## src/rtl/paddle_ctrl.sv

```systemverilog
// +----------------------------------------------------------------------------+
// | Module   : paddle_ctrl                                                     |
// | Purpose  : Per-frame paddle controller: erase / move / draw into the frame |
// |            buffer. Optional macro PADDLE_BTN_SYNC_EN adds button sync and  |
// |            per-frame latching of the button pair.                          |
// | Revision : 1.0 - initial release                                           |
// +----------------------------------------------------------------------------+
`default_nettype none
`timescale 1ns/1ps

module paddle_ctrl #(
    parameter int PADDLE_W = 16,
    parameter int PADDLE_H = 2,
    parameter int Y_ROW    = 109,
    parameter int X_INIT   = 72,
    parameter int X_MAX    = 144,
    parameter int STEP     = 2
) (
    input  logic       clk,
    input  logic       reset,
    input  logic       go,
    input  logic       left,
    input  logic       right,
    output logic [7:0] x_paddle,
    output logic [7:0] x_out,
    output logic [6:0] y_out,
    output logic [2:0] color_out,
    output logic       writeEn,
    output logic       done
);

    localparam int c_COL_W = (PADDLE_W > 1) ? $clog2(PADDLE_W) : 1;
    localparam int c_ROW_W = (PADDLE_H > 1) ? $clog2(PADDLE_H) : 1;

    localparam logic [c_COL_W-1:0] c_COL_LAST = c_COL_W'(PADDLE_W - 1);
    localparam logic [c_ROW_W-1:0] c_ROW_LAST = c_ROW_W'(PADDLE_H - 1);
    localparam logic [7:0]         c_X_INIT   = 8'(X_INIT);
    localparam logic [7:0]         c_X_MAX    = 8'(X_MAX);
    localparam logic [7:0]         c_STEP     = 8'(STEP);
    localparam logic [8:0]         c_X_MAX_W  = 9'(X_MAX);
    localparam logic [6:0]         c_Y_ROW    = 7'(Y_ROW);

    typedef enum logic [2:0] {
        S_IDLE  = 3'd0,
        S_ERASE = 3'd1,
        S_MOVE  = 3'd2,
        S_DRAW  = 3'd3,
        S_DONE  = 3'd4
    } state_t;

    state_t               state_q, state_d;
    logic [c_COL_W-1:0]   col_q, col_d;
    logic [c_ROW_W-1:0]   row_q, row_d;
    logic [7:0]           x_q, x_d;

    logic                 w_left;
    logic                 w_right;
    logic                 w_last;
    logic [8:0]           w_sum;

`ifdef PADDLE_BTN_SYNC_EN
    // Two-flop synchronizer, then the pair is frozen when the frame is accepted
    logic [1:0] btn_meta_q;
    logic [1:0] btn_sync_q;
    logic [1:0] btn_lat_q;

    always_ff @(posedge clk) begin
        if (reset) begin
            btn_meta_q <= 2'b00;
            btn_sync_q <= 2'b00;
            btn_lat_q  <= 2'b00;
        end else begin
            btn_meta_q <= {left, right};
            btn_sync_q <= btn_meta_q;
            if (state_q == S_IDLE && go) begin
                btn_lat_q <= btn_sync_q;
            end
        end
    end

    assign w_left  = btn_lat_q[1];
    assign w_right = btn_lat_q[0];
`else
    assign w_left  = left;
    assign w_right = right;
`endif

    assign w_last = (col_q == c_COL_LAST) && (row_q == c_ROW_LAST);
    assign w_sum  = {1'b0, x_q} + {1'b0, c_STEP};

    always_ff @(posedge clk) begin
        if (reset) begin
            state_q <= S_IDLE;
            col_q   <= '0;
            row_q   <= '0;
            x_q     <= c_X_INIT;
        end else begin
            state_q <= state_d;
            col_q   <= col_d;
            row_q   <= row_d;
            x_q     <= x_d;
        end
    end

    // Counters sit at zero outside ERASE/DRAW, so both plot phases start at (0,0)
    always_comb begin
        state_d = state_q;
        col_d   = '0;
        row_d   = '0;
        x_d     = x_q;

        case (state_q)
            S_IDLE: begin
                if (go) begin
                    state_d = S_ERASE;
                end
            end
            S_ERASE, S_DRAW: begin
                if (w_last) begin
                    state_d = (state_q == S_ERASE) ? S_MOVE : S_DONE;
                end else if (col_q == c_COL_LAST) begin
                    row_d = row_q + 1'b1;
                end else begin
                    col_d = col_q + 1'b1;
                    row_d = row_q;
                end
            end
            S_MOVE: begin
                state_d = S_DRAW;
                if (w_left && !w_right) begin
                    // Compare first so the left clamp never wraps below zero
                    x_d = (x_q < c_STEP) ? 8'd0 : (x_q - c_STEP);
                end else if (w_right && !w_left) begin
                    x_d = (w_sum > c_X_MAX_W) ? c_X_MAX : w_sum[7:0];
                end
            end
            S_DONE: begin
                state_d = S_IDLE;
            end
            default: begin
                state_d = S_IDLE;
            end
        endcase
    end

    always_comb begin
        writeEn   = 1'b0;
        color_out = 3'b000;
        done      = 1'b0;
        case (state_q)
            S_ERASE: writeEn = 1'b1;
            S_DRAW: begin
                writeEn   = 1'b1;
                color_out = 3'b111;
            end
            S_DONE:  done = 1'b1;
            default: ;
        endcase
    end

    assign x_paddle = x_q;
    assign x_out    = x_q + {{(8 - c_COL_W){1'b0}}, col_q};
    assign y_out    = c_Y_ROW + {{(7 - c_ROW_W){1'b0}}, row_q};

endmodule

`default_nettype wire

```

## config.mk

```make
export PLATFORM = sky130hd
export DESIGN_NAME = paddle_ctrl
export DESIGN_NICKNAME = d
export VERILOG_FILES = /design/src/rtl/paddle_ctrl.sv
export SDC_FILE = /design/constraint.sdc
export NUM_CORES = 1
export LEC_CHECK = 0
export ABC_AREA = 1
export BUFFER_PORTS_ARGS = -buffer_cell sky130_fd_sc_hd__buf_2
export CORE_MARGIN = 5
export CORE_UTILIZATION = 56
export CTS_CLUSTER_SIZE = 28
export DETAILED_ROUTE_END_ITERATION = 10
export PLACE_DENSITY = 0.9
export SETUP_SLACK_MARGIN = 0.4
export SYNTH_ARGS = -nofsm -noshare
export SYNTH_HDL_FRONTEND = slang
export SYNTH_SLANG_ARGS = --single-unit
```

## constraint.sdc

```tcl
create_clock -name clk -period 4.1 [get_ports clk]
set_input_delay 0.205 -clock clk [delete_from_list [all_inputs] [get_ports clk]]
set_output_delay 0.205 -clock clk [all_outputs]
set_load 0.1 [all_outputs]
```

======== Word-level counts from Yosys, hierarchy flattened ========
Index checks and enable logic that the tools add are counted.
storage, ports and cells
  register bits ........................... 16
  input port bits ......................... 5
  output and inout port bits .............. 28
  logic and storage cells ................. 43
operators by class
  add/sub/neg operators ................... 6
  magnitude comparators ................... 2
  equal/unequal tests ..................... 7
  mux-type cells .......................... 11
  bitwise operators ....................... 1
  reduce and logical (&&, ||, !) cells .... 12
operators with widths
  cell                   count
  $mux W8                4
  $mux W3                4
  $add A8 B2 Y9 const B  1
  $gt A9 B8 Y1 const B   1
  $pmux W3 S3            1
  $add A8 B4 Y8          1
  $lt A8 B2 Y1 const B   1
  $sub A8 B2 Y8 const B  1
  $add A6 B2 Y7 const A  1
  $eq A3 B2 Y1 const B   2
  $add A4 B1 Y4 const B  1
  $eq A4 B4 Y1 const B   1
  $reduce_and A2 Y1      2
  $reduce_or A4 Y1       1
  $eq A3 B1 Y1 const B   1
  $eq A3 B3 Y1 const B   1
  $logic_and A1 B1 Y1    3
  $logic_not A3 Y1       1
  $reduce_or A3 Y1       1
  $logic_not A1 Y1       2
  $mux W1                2
  $ne A2 B1 Y1 const B   1
  $ne A2 B2 Y1 const B   1
  $reduce_bool A2 Y1     1
  other kinds (3)        3

======== Logic depth before layout (Yosys ltp) ========
  depth in word-level cells ............... 5
  gate-level depth with buffers ........... 12
  gate-level depth less buffers ........... 12

======== Least setup slack after synthesis ========
OpenSTA, ideal clock, no wires.
  path kind ............................... register to output
  start ................................... register state_q[0]
  end ..................................... output port color_out[1]
  data arrival time ....................... 3824 ps
  required time ........................... 3895 ps
  slack ................................... 71 ps
  stages on the path, launching flop included .. 6
  path buffers ............................ 1
  path through ............................ dfxtp_1 -> inv_1 -> nor2_1 -> inv_1 -> nor2_1 -> buf_4
on the way
  word-level cells in the longest chain between the ends .. 2
ends and longest elaborated chain
  item                    line  source
  start, declared         51    state_t state_q, state_d;
  start signal, assigned  98    state_q <= state_d;
  $eq A3 B2 Y1            150   case (state_q)
  $mux W3                 150
  end, declared           27    output logic [2:0] color_out,
No other way between the ends.

======== Worst setup path after layout ========
  start ................................... register x_q[2], in the netlist x_paddle[2]
  end ..................................... output port x_out[7]
on the way
  word-level cells in the longest chain between the ends .. 1
ends and longest elaborated chain
  item                    line  source
  start, declared         54    logic [7:0] x_q, x_d;
  start signal, assigned  96    x_q <= c_X_INIT;
  $add A8 B4 Y8           162   assign x_out = x_q + {{(8 - c_COL_W){1'b0}}, col_q};
  end, declared           25    output logic [7:0] x_out,
No other way between the ends.

==> summary.md <==
| Metric | Value |
|---|---|
| Leakage Power | 0.697 nW |
| Final hold viol count | 0 |
| Root Driver | clkbuf_4 |
| Layout area overhead | 7.68% |
| HP Start | reset |
| Nets | 224 |
| Outcome | finished, final reports clean |
| Post-CTS setup buffer count | 0 |
| Residual DRC | 0 |
| Post-route antenna net violation count | 0 |
| Routability cong. | 0.987 |
| Syn Std Cell Area | 1270 um2 |
| Clock buffer depth | 2 |
| Fillers | around 220 |
| Initial core utilization | slightly below 60% |
| Gate Count Post-Synth | 192 |
| MaxCap Viol Count | 0 |
| Initial drt markers | 37 |
| DRT Wirelength | 2810 um |
| Core area | ~2200 um2 |
| DR vias | approximately 1,200 |
| Die Y | 57.6 um |
| R2r endpoint | x_paddle[1] |
| Vias per cell | 5.17 |
| Setup violators final | 0 |
| Min-delay worst type | in2reg |
| First drt pass iteration count | 4 |
| Number of flops mapped to enable cells by yosys | 0 |
| Die Wd | 57.6 um |
| Most used DFF post-synth | dfxtp_1 |
| Critical path startpoint category | flop |
| Reg2Reg Launch Point | x_paddle[1] |
| CTS Buf Count | 3 |
| Post-synthesis sequential area ratio | 23.6% |
| I/O Buffers | 26 |
| Diodes inserted | 0 |
| Final Slew Violations | 0 |
| Max rail drop VDD | 0.314 mV |
| CP Capture Type | output port |
| Number of cells on the worst hold path | 2 |
| Routed len/inst | 11.8 um |
| Power density over the cells | 406 nW/um2 |
| Final period utilization | 64.1% |
| First-pass GRT wire length | 4690 um |
| Number of global-route vias before repair | 1,050 |
| H-tree depth | 1 |
| Layout cells sized above 1 | about 22% |
| Clock Sinks | 15 |
| Worst reg2reg path depth | 11 |
| Post_cts resized | 0 |
| Fmax | 381 MHz |
| Worst EP required | 3.89 ns |
| Initial antenna violation count | 0 |
| Top cell type by total area after synthesis | dfxtp_1 |
| GRT Util Overall | 18.5% |
| Number of cell rows | 17 |
| Asr flop ratio synth | 0% |
| Crit-path max FO | 8 |
| Unrepaired setup endpoints after global routing | no |
| Remaining global-route overflow | 0 |
| Setup slack, reg-to-reg | 2.38 ns |
| Crit path kind | reg2out |
| Setup TNS | 0 ns |
| Top cells by area, synth | dfxtp_1 (24%), nand2_1 (11%), inv_1 (7.1%) |
| Largest net degree at the start of global routing | 14 |
| Fin Hold WS | 0.186 ns |
| Full die area | approximately 3300 um2 |
| Hold path endpoint | x_paddle[1] |
| Mapped Avg Cell Area | 6.61 um2 |
| Fin crit period | ~2.6 ns |
| Clock latency on the worst-skew pair | between 0.2 and 0.3 ns |
| Detailed placer's ending HPWL | ~2300 um |
| Layout Utilization | 62.4% |
| Distinct cell type count after synthesis | 29 |
| Share of the synthesized area in the top cell type | 23.6% |
| Worst-path clk slew | 0.09 ns |
| Critical Path AT | 2.42 ns |
| Post-CTS Hold Buffers | 0 |
| CTS tree | yes |
| IO Pins | 33 |
| Final Skew | 0.00223 ns |
| Seq cells post-synth | 15 |
| Synth warn | 0 |
synthesized netlist by cell type, drive strengths merged (2+ instances only):
library cell / count
nor2: 22
dfxtp: 15
xnor2: 2
nor3: 5
conb: 2
xor2: 8
nand2: 38
o21ai: 12
o21bai: 2
buf: 15
nand4: 2
nand3: 16
a21oi: 14
ha: 7
inv: 28
where the power goes:
group          internal, mW  leakage [nW]  total (mW)  switching, mW
Sequential            0.158         0.122       0.179         0.0211
Combinational        0.0509         0.557       0.290          0.239
Clock                0.0363        0.0177      0.0872         0.0509
Total                 0.245         0.697       0.556          0.311
worst max-delay path: stages (launching register included):
cell	delay (ns)
dfxtp_1	0.39
ha_1	0.36
a21oi_1	0.11
o21bai_1	0.25
nand2_1	0.08
nor2_1	0.27
nand2_1	0.12
o22ai_2	0.11
buf_2	0.44
cells in the final DEF (no fill, tap or decap):
cell	instances
nor3_1	4
buf_2	26
nor2_1	19
inv_1	24
clkinv_2	1
nor4_1	1
conb_1	6
clkinv_4	1
nor2_2	3
nand4_1	2
dfxtp_1	15
or2_1	1
nand3_4	1
a21oi_1	13
nand2_2	1
xnor2_1	2
nor3_2	1
nand3_1	12
o21ai_0	11
o22ai_2	1
o21ai_2	1
inv_2	4
nand3_2	3
clkbuf_4	3
xor2_1	8
o21bai_1	2
ha_1	7
nand2_1	37
a21oi_2	1
stage by stage:
stage                     power (mW)  instance area, um2  std cells  setup slack (ns)
after global routing           0.589                1370        239              1.22
after CTS                      0.558                1370        239              1.47
after floorplan                0.445                1290        196             0.444
after global placement         0.468                1340        235              1.93
final                          0.556                1370        239              1.47
after detailed placement       0.471                1340        235              1.81
state kept, by name, indices dropped and copies added (netlist names):
| name | cells |
|---|---|
| col_q | 4 |
| row_q | 1 |
| x_paddle | 7 |
| state_q | 3 |
metal layers:
metal / up-vias / GRT usage, % / wire [um]
met5: - / 0 / 0
li1: 634 / - / -
met4: 0 / 11.3 / 87
met3: 9 / 3.56 / 221
met2: 50 / 30.5 / 1330
met1: 543 / 22.2 / 1170
cells by family after synthesis:
family / after synthesis / share of synthesized area [%]
flip-flops: 15 / 23.6
XOR/XNOR: 10 / 6.90
other: 2 / 0.591
AND/OR/NAND/NOR: 85 / 31.1
adder cells (fa/ha/maj): 7 / 6.90
buffers and inverters: 44 / 18.3
AO/OA/AOI/OAI: 29 / 12.5
worst max path at each step:
stage,startpoint,endpoint,slack [ns],cells past startpoint
after CTS,x_paddle[2],x_out[7],1.47,8
after detailed placement,x_paddle[2],x_out[7],1.81,8
after global placement,x_paddle[2],x_out[7],1.93,8
after global routing,x_paddle[1],x_out[7],1.22,8
after floorplan,x_paddle[1],x_out[6],0.44,6
final,x_paddle[2],x_out[7],1.47,8
layout make-up:
type	instances	area [um2]	share of cell area, %
clock inverter	1	5.00	0.366
inverter	29	114	8.33
multi-input combinational	137	761	55.6
tap	28	35.0	2.56
timing repair buffer	26	130	9.52
sequential	15	300	22.0
clock buffer	3	22.5	1.65
No activity file was read; power rests on OpenSTA's default activity.
